==> config.mk <==
export PLATFORM = sky130hd
export DESIGN_NAME = pipe_adder
export DESIGN_NICKNAME = d
export VERILOG_FILES = /design/src/rtl/pipe_adder.sv
export SDC_FILE = /design/constraint.sdc
export NUM_CORES = 1
export LEC_CHECK = 0
export ABC_AREA = 1
export CELL_PAD_IN_SITES_DETAIL_PLACEMENT = 1
export CELL_PAD_IN_SITES_GLOBAL_PLACEMENT = 1
export CORE_AREA = 2 2 151 153
export DETAILED_ROUTE_END_ITERATION = 16
export DIE_AREA = 0 0 153 155
export PLACE_DENSITY = 0.79
export SLEW_MARGIN = 5
export SYNTH_ARGS = -nofsm -noshare
export SYNTH_HDL_FRONTEND = slang
export SYNTH_SLANG_ARGS = --single-unit
export TNS_END_PERCENT = 30
==> constraint.sdc <==
create_clock -name clk -period 2.4 [get_ports clk]
set_clock_uncertainty 0.15 [all_clocks]
set_input_delay 0.48 -clock clk [delete_from_list [all_inputs] [get_ports clk]]
set_output_delay 0.48 -clock clk [all_outputs]
set_load 0.01 [all_outputs]
==> src/rtl/pipe_adder.sv <==
// Pipelined WIDTH-bit adder/subtractor; the carry chain is cut into STAGES chunks,
// each added in its own register stage, with a valid/ready stream on both sides.
module pipe_adder #(
    parameter int WIDTH  = 32,
    parameter int STAGES = 4
) (
    input  logic             clk,
    input  logic             rst_n,
    input  logic             in_valid,
    output logic             in_ready,
    input  logic [WIDTH-1:0] a,
    input  logic [WIDTH-1:0] b,
    input  logic             ci,
    input  logic             sub,
    output logic             out_valid,
    input  logic             out_ready,
    output logic [WIDTH-1:0] s,
    output logic             co,
    output logic             ovf
);

    localparam int CW   = WIDTH / STAGES;
    localparam int LAST = STAGES - 1;

    logic [STAGES-1:0] valid_q, valid_d;
    logic [STAGES-1:0] carry_q, carry_d;
    logic [WIDTH-1:0]  a_q   [STAGES];
    logic [WIDTH-1:0]  a_d   [STAGES];
    logic [WIDTH-1:0]  bp_q  [STAGES];
    logic [WIDTH-1:0]  bp_d  [STAGES];
    logic [WIDTH-1:0]  sum_q [STAGES];
    logic [WIDTH-1:0]  sum_d [STAGES];

    logic [STAGES-1:0] src_valid;
    logic [STAGES-1:0] src_c;
    logic [WIDTH-1:0]  src_a   [STAGES];
    logic [WIDTH-1:0]  src_bp  [STAGES];
    logic [WIDTH-1:0]  src_sum [STAGES];

    logic              en;
    logic [CW:0]       chunk;

    // Stage 0 is fed by the ports (subtract folds into ~b and an inverted carry-in);
    // every later stage is fed by the register of the stage before it.
    for (genvar k = 0; k < STAGES; k++) begin : g_src
        if (k == 0) begin : g_first
            assign src_valid[k] = in_valid;
            assign src_a[k]     = a;
            assign src_bp[k]    = sub ? ~b : b;
            assign src_c[k]     = sub ? ~ci : ci;
            assign src_sum[k]   = '0;
        end else begin : g_next
            assign src_valid[k] = valid_q[k-1];
            assign src_a[k]     = a_q[k-1];
            assign src_bp[k]    = bp_q[k-1];
            assign src_c[k]     = carry_q[k-1];
            assign src_sum[k]   = sum_q[k-1];
        end
    end

    always_comb begin
        en       = !valid_q[LAST] || out_ready;
        in_ready = en;
        valid_d  = valid_q;
        carry_d  = carry_q;
        a_d      = a_q;
        bp_d     = bp_q;
        sum_d    = sum_q;
        chunk    = '0;
        for (int k = 0; k < STAGES; k++) begin
            chunk = {1'b0, src_a[k][k*CW +: CW]} + {1'b0, src_bp[k][k*CW +: CW]}
                  + {{CW{1'b0}}, src_c[k]};
            if (en) begin
                valid_d[k] = src_valid[k];
                // Bubbles move the valid bit only; data registers keep their last operation.
                if (src_valid[k]) begin
                    a_d[k]                = src_a[k];
                    bp_d[k]               = src_bp[k];
                    sum_d[k]              = src_sum[k];
                    sum_d[k][k*CW +: CW]  = chunk[CW-1:0];
                    carry_d[k]            = chunk[CW];
                end
            end
        end
    end

    always_ff @(posedge clk) begin
        if (!rst_n) begin
            valid_q <= '0;
            carry_q <= '0;
            for (int k = 0; k < STAGES; k++) begin
                a_q[k]   <= '0;
                bp_q[k]  <= '0;
                sum_q[k] <= '0;
            end
        end else begin
            valid_q <= valid_d;
            carry_q <= carry_d;
            a_q     <= a_d;
            bp_q    <= bp_d;
            sum_q   <= sum_d;
        end
    end

    assign out_valid = valid_q[LAST];
    assign s         = sum_q[LAST];
    assign co        = carry_q[LAST];
    assign ovf       = (a_q[LAST][WIDTH-1] == bp_q[LAST][WIDTH-1])
                    && (sum_q[LAST][WIDTH-1] != a_q[LAST][WIDTH-1]);

endmodule

==> impl_metrics.py, run 1 <==
metrics = {
    "status": {
        "outcome": "completed",
    },
    "synthesis": {
        "yosysWarnings": 0,
        "synth.distinct_cells": 26,
        "synthCells": 1058,
        "ys_seq_area_share_pct": 46.0,
        "avgSynthCellArea_um2": 7.64,
        "ys_ff_latch": 186,
        "syn_area_um2": 8090,
        "synth_nets": 1164,
    },
    "cts": {
        "cts.path.max_buffers": 2,
        "path_clk_slew_ns": 0.07,
        "cts_sinks": 186,
        "cts_buffers": 17,
        "cts_tree": "yes",
        "clkLatencyLatePin_ns": 0.43,
        "root_buffer": "clkbuf_16",
        "htree_levels": 4,
    },
    "sta": {
        "hold_viol": 0,
        "min_period_over_period_pct": 95.6,
        "tightest_slew_ns": 0.835,
        "fmax_mhz": 436,
        "relSlewSlack_pct": 44.3,
        "setup_violations": 0,
        "slew_violations": 0,
        "rsz0062_at_grt": "false",
        "period_minus_slack_ns": 2.29,
    },
    "power_and_ir_drop": {
        "peakVddDrop_v": 0.000518,
        "comb_power_share_pct": 14.0,
        "leakagePower_nw": 4.44,
        "total_switching_power_mw": 1.95,
        "internal_power_mw": 5.41,
        "pwr_density_cell_nw_per_um2": 728,
        "power.total_mw": 7.36,
        "switching_share_pct": 26.5,
        "pwr-share-seq_pct": 46.2,
        "p_clk_share_pct": 39.7,
    },
    "worst_hold_path": {
        "hold_path_class": "primary input to register",
        "min_from": "rst_n",
    },
    "die": {
        "dieArea_um2": 23700,
        "rows": 55,
        "core_um2": 22200,
        "start_util_pct": 36.4,
        "die_w_um": 153,
        "die_y_um": 155,
        "ios": 106,
    },
    "grt": {
        "grt_max_degree": 90,
        "overflow": 0,
        "antenna_found_initial": 0,
        "grt_pass1_vias": 7045,
        "grt_pass1_wl_mm": 34.9,
        "track_usage_pct": 17.9,
    },
    "worst_setup_path": {
        "path_cells": "inv_1 -> nor2_1 -> nor2_1 -> a21oi_1 -> clkdlybuf4s50_1",
        "cp_max_fo": 3,
        "cp.required_ns": 1.77,
        "worst_ep_arrival_time_ns": 1.66,
        "crit_type": "register to primary output",
        "rr_startpoint": "carry_q[0]$_SDFFE_PN0P_",
        "crit_slowest_cell": "clkdlybuf4s50_1",
        "cp_num_buf_inv": 2,
        "cp_common_cell": "nor2_1",
        "end_kind": "primary output",
        "critPathLaunch": "s[31]$_SDFFE_PN0P_",
        "start_kind": "register",
        "critical_path.max_stage_delay_ns": 0.56,
        "crit_family": "buffers and inverters",
    },
    "final_layout": {
        "syn_to_final_growth_pct": 25.0,
        "finish.utilization_pct": 45.5,
        "final_nets": 1252,
        "n_fill_cell": 2708,
        "layout-drive-gt1-share_pct": 6.82,
        "diodes": 0,
    },
    "placed_design": {
        "hpwl_mm": 14.7,
        "io_buffers": 105,
        "place_congestion": 0.787,
    },
    "routing": {
        "route.vias.total": 6945,
        "avgViaCountPerCell": 4.81,
        "drt-initial-drc-count": 315,
        "final_antenna_net_count": 0,
        "first_pass_iters": 4,
        "drc_errors": 0,
        "drt_wl_total_mm": 20.7,
        "wire_per_inst_um": 14.3,
    },
    "job": {
        "maxCapViolations": 0,
    },
}
synthesized netlist by cell type:
master	instances	area, um^2
xor2_1	15	131
nand3_1	29	145
a211oi_2	5	62.6
nand2_1	89	334
dfxtp_1	186	3720
a21oi_1	53	265
buf_6	1	11.3
o21bai_1	2	15.0
buf_1	1	3.75
o21ai_0	154	771
nand2_2	2	12.5
buf_4	1	7.51
inv_1	69	259
fa_1	8	160
buf_2	21	105
ha_1	28	350
nor2_2	2	12.5
a211oi_1	13	97.6
nor2_4	1	11.3
inv_2	5	18.8
clkbuf_1	35	131
nor2_1	294	1100
o21ai_1	3	15.0
nand3b_1	7	52.6
xnor2_1	30	263
or2_2	4	25.0
worst paths after layout:
check                             endpoint  slack [ns]  depth (start not counted)
setup reg to reg  src_sum[46]$_SDFFE_PN0P_        0.33                         10
hold reg to reg         s[19]$_SDFFE_PN0P_        0.31                          2
hold / removal        a_q[87]$_SDFFE_PN0P_        0.23                          3
setup / recovery                       ovf        0.11                          5
flip-flops by register name, indices dropped and copies added, names as in the netlist:
register / flops
valid_q: 4
carry_q: 4
s: 32
a_q: 49
bp_q: 49
src_sum: 48
repair_timing:
action                                  4_1_cts  5_1_grt
setup buffers                                 0        0
resized for setup                             0        3
endpoints found under the setup margin        0        1
hold buffers                                  0        0
power groups by stage:
stage               combinational [mW]  clock [mW]  sequential [mW]
CTS                               1.04        2.98             3.40
detailed placement                1.03           0             3.47
global route                      1.17        3.11             3.43
global placement                 0.993           0             3.46
finish                            1.03        2.92             3.40
floorplan                        0.651           0             3.44
placed cells by master, fill, tap and decap left out, drive strengths merged:
cell and n:
xnor2 30, nand3 29, nand2 91, buf 25, xor2 15, dfxtp 186, nor2 297, inv 80
fa 8, nand3b 7, o21ai 157, clkinv 3, clkbuf 17, o21bai 2, ha 28, clkdlybuf4s50 103
or2 4, bufinv 3, clkinvlp 3, a211oi 18, a21oi 53
final cells by class:
class	count	area, um^2	area share, %
Clock inverter	15	186	1.84
Inverter	74	278	2.75
Sequential cell	186	3720	36.8
Clock buffer	17	425	4.21
Timing Repair Buffer	128	1290	12.8
Multi-Input combinational cell	739	3840	38.0
Tap cell	285	357	3.53
through the flow:
stage,hold slack [ns],cell area [um^2],cells,TNS [ns],setup WS [ns]
global route,0.248,10100,1444,0,0.00756
global placement,0.294,9480,1412,-0.509,-0.201
detailed placement,0.304,9480,1412,-0.856,-0.276
finish,0.231,10100,1444,0,0.106
floorplan,0.280,8090,1058,0,0.0162
CTS,0.227,10100,1444,0,0.0783
metal layers:
| layer | vias to the layer above | track usage, % | wire length (um) |
|---|---|---|---|
| li1 | 3566 | - | - |
| met1 | 3262 | 24.2 | 10400 |
| met2 | 94 | 29.3 | 9440 |
| met3 | 23 | 3.15 | 512 |
| met4 | 0 | 5.64 | 319 |
| met5 | - | 0 | 0 |
logic make-up (layout without fill, tap and decap cells):
| group | after synthesis | after routing | share of synthesized area [%] |
|---|---|---|---|
| and+or+nand+nor | 428 | 428 | 21.0 |
| AOI/OAI and AO/OA | 230 | 230 | 15.2 |
| xor gates and xnor gates | 45 | 45 | 4.87 |
| DFF | 186 | 186 | 46.0 |
| buffers and inverters | 133 | 234 | 6.64 |
| adders and majority gates | 36 | 36 | 6.31 |
worst min-delay path: cells and delay by family:
kind                   cells  cell delay (ns)
AND/OR/NAND/NOR            1             0.04
buffers and inverters      1             0.17
AO/OA/AOI/OAI              1             0.09
No activity file was read; power rests on OpenSTA's default activity.
==> run 2, diff against run 1 <==
--- a/config.mk
+++ b/config.mk
@@ -9,6 +9,7 @@
 export CELL_PAD_IN_SITES_DETAIL_PLACEMENT = 1
 export CELL_PAD_IN_SITES_GLOBAL_PLACEMENT = 1
 export CORE_AREA = 2 2 151 153
+export CTS_CLUSTER_SIZE = 20
 export DETAILED_ROUTE_END_ITERATION = 16
 export DIE_AREA = 0 0 153 155
 export PLACE_DENSITY = 0.79
==> results of run 2 <==
The final DEF is identical to that of run 1; final timing and power are the same.
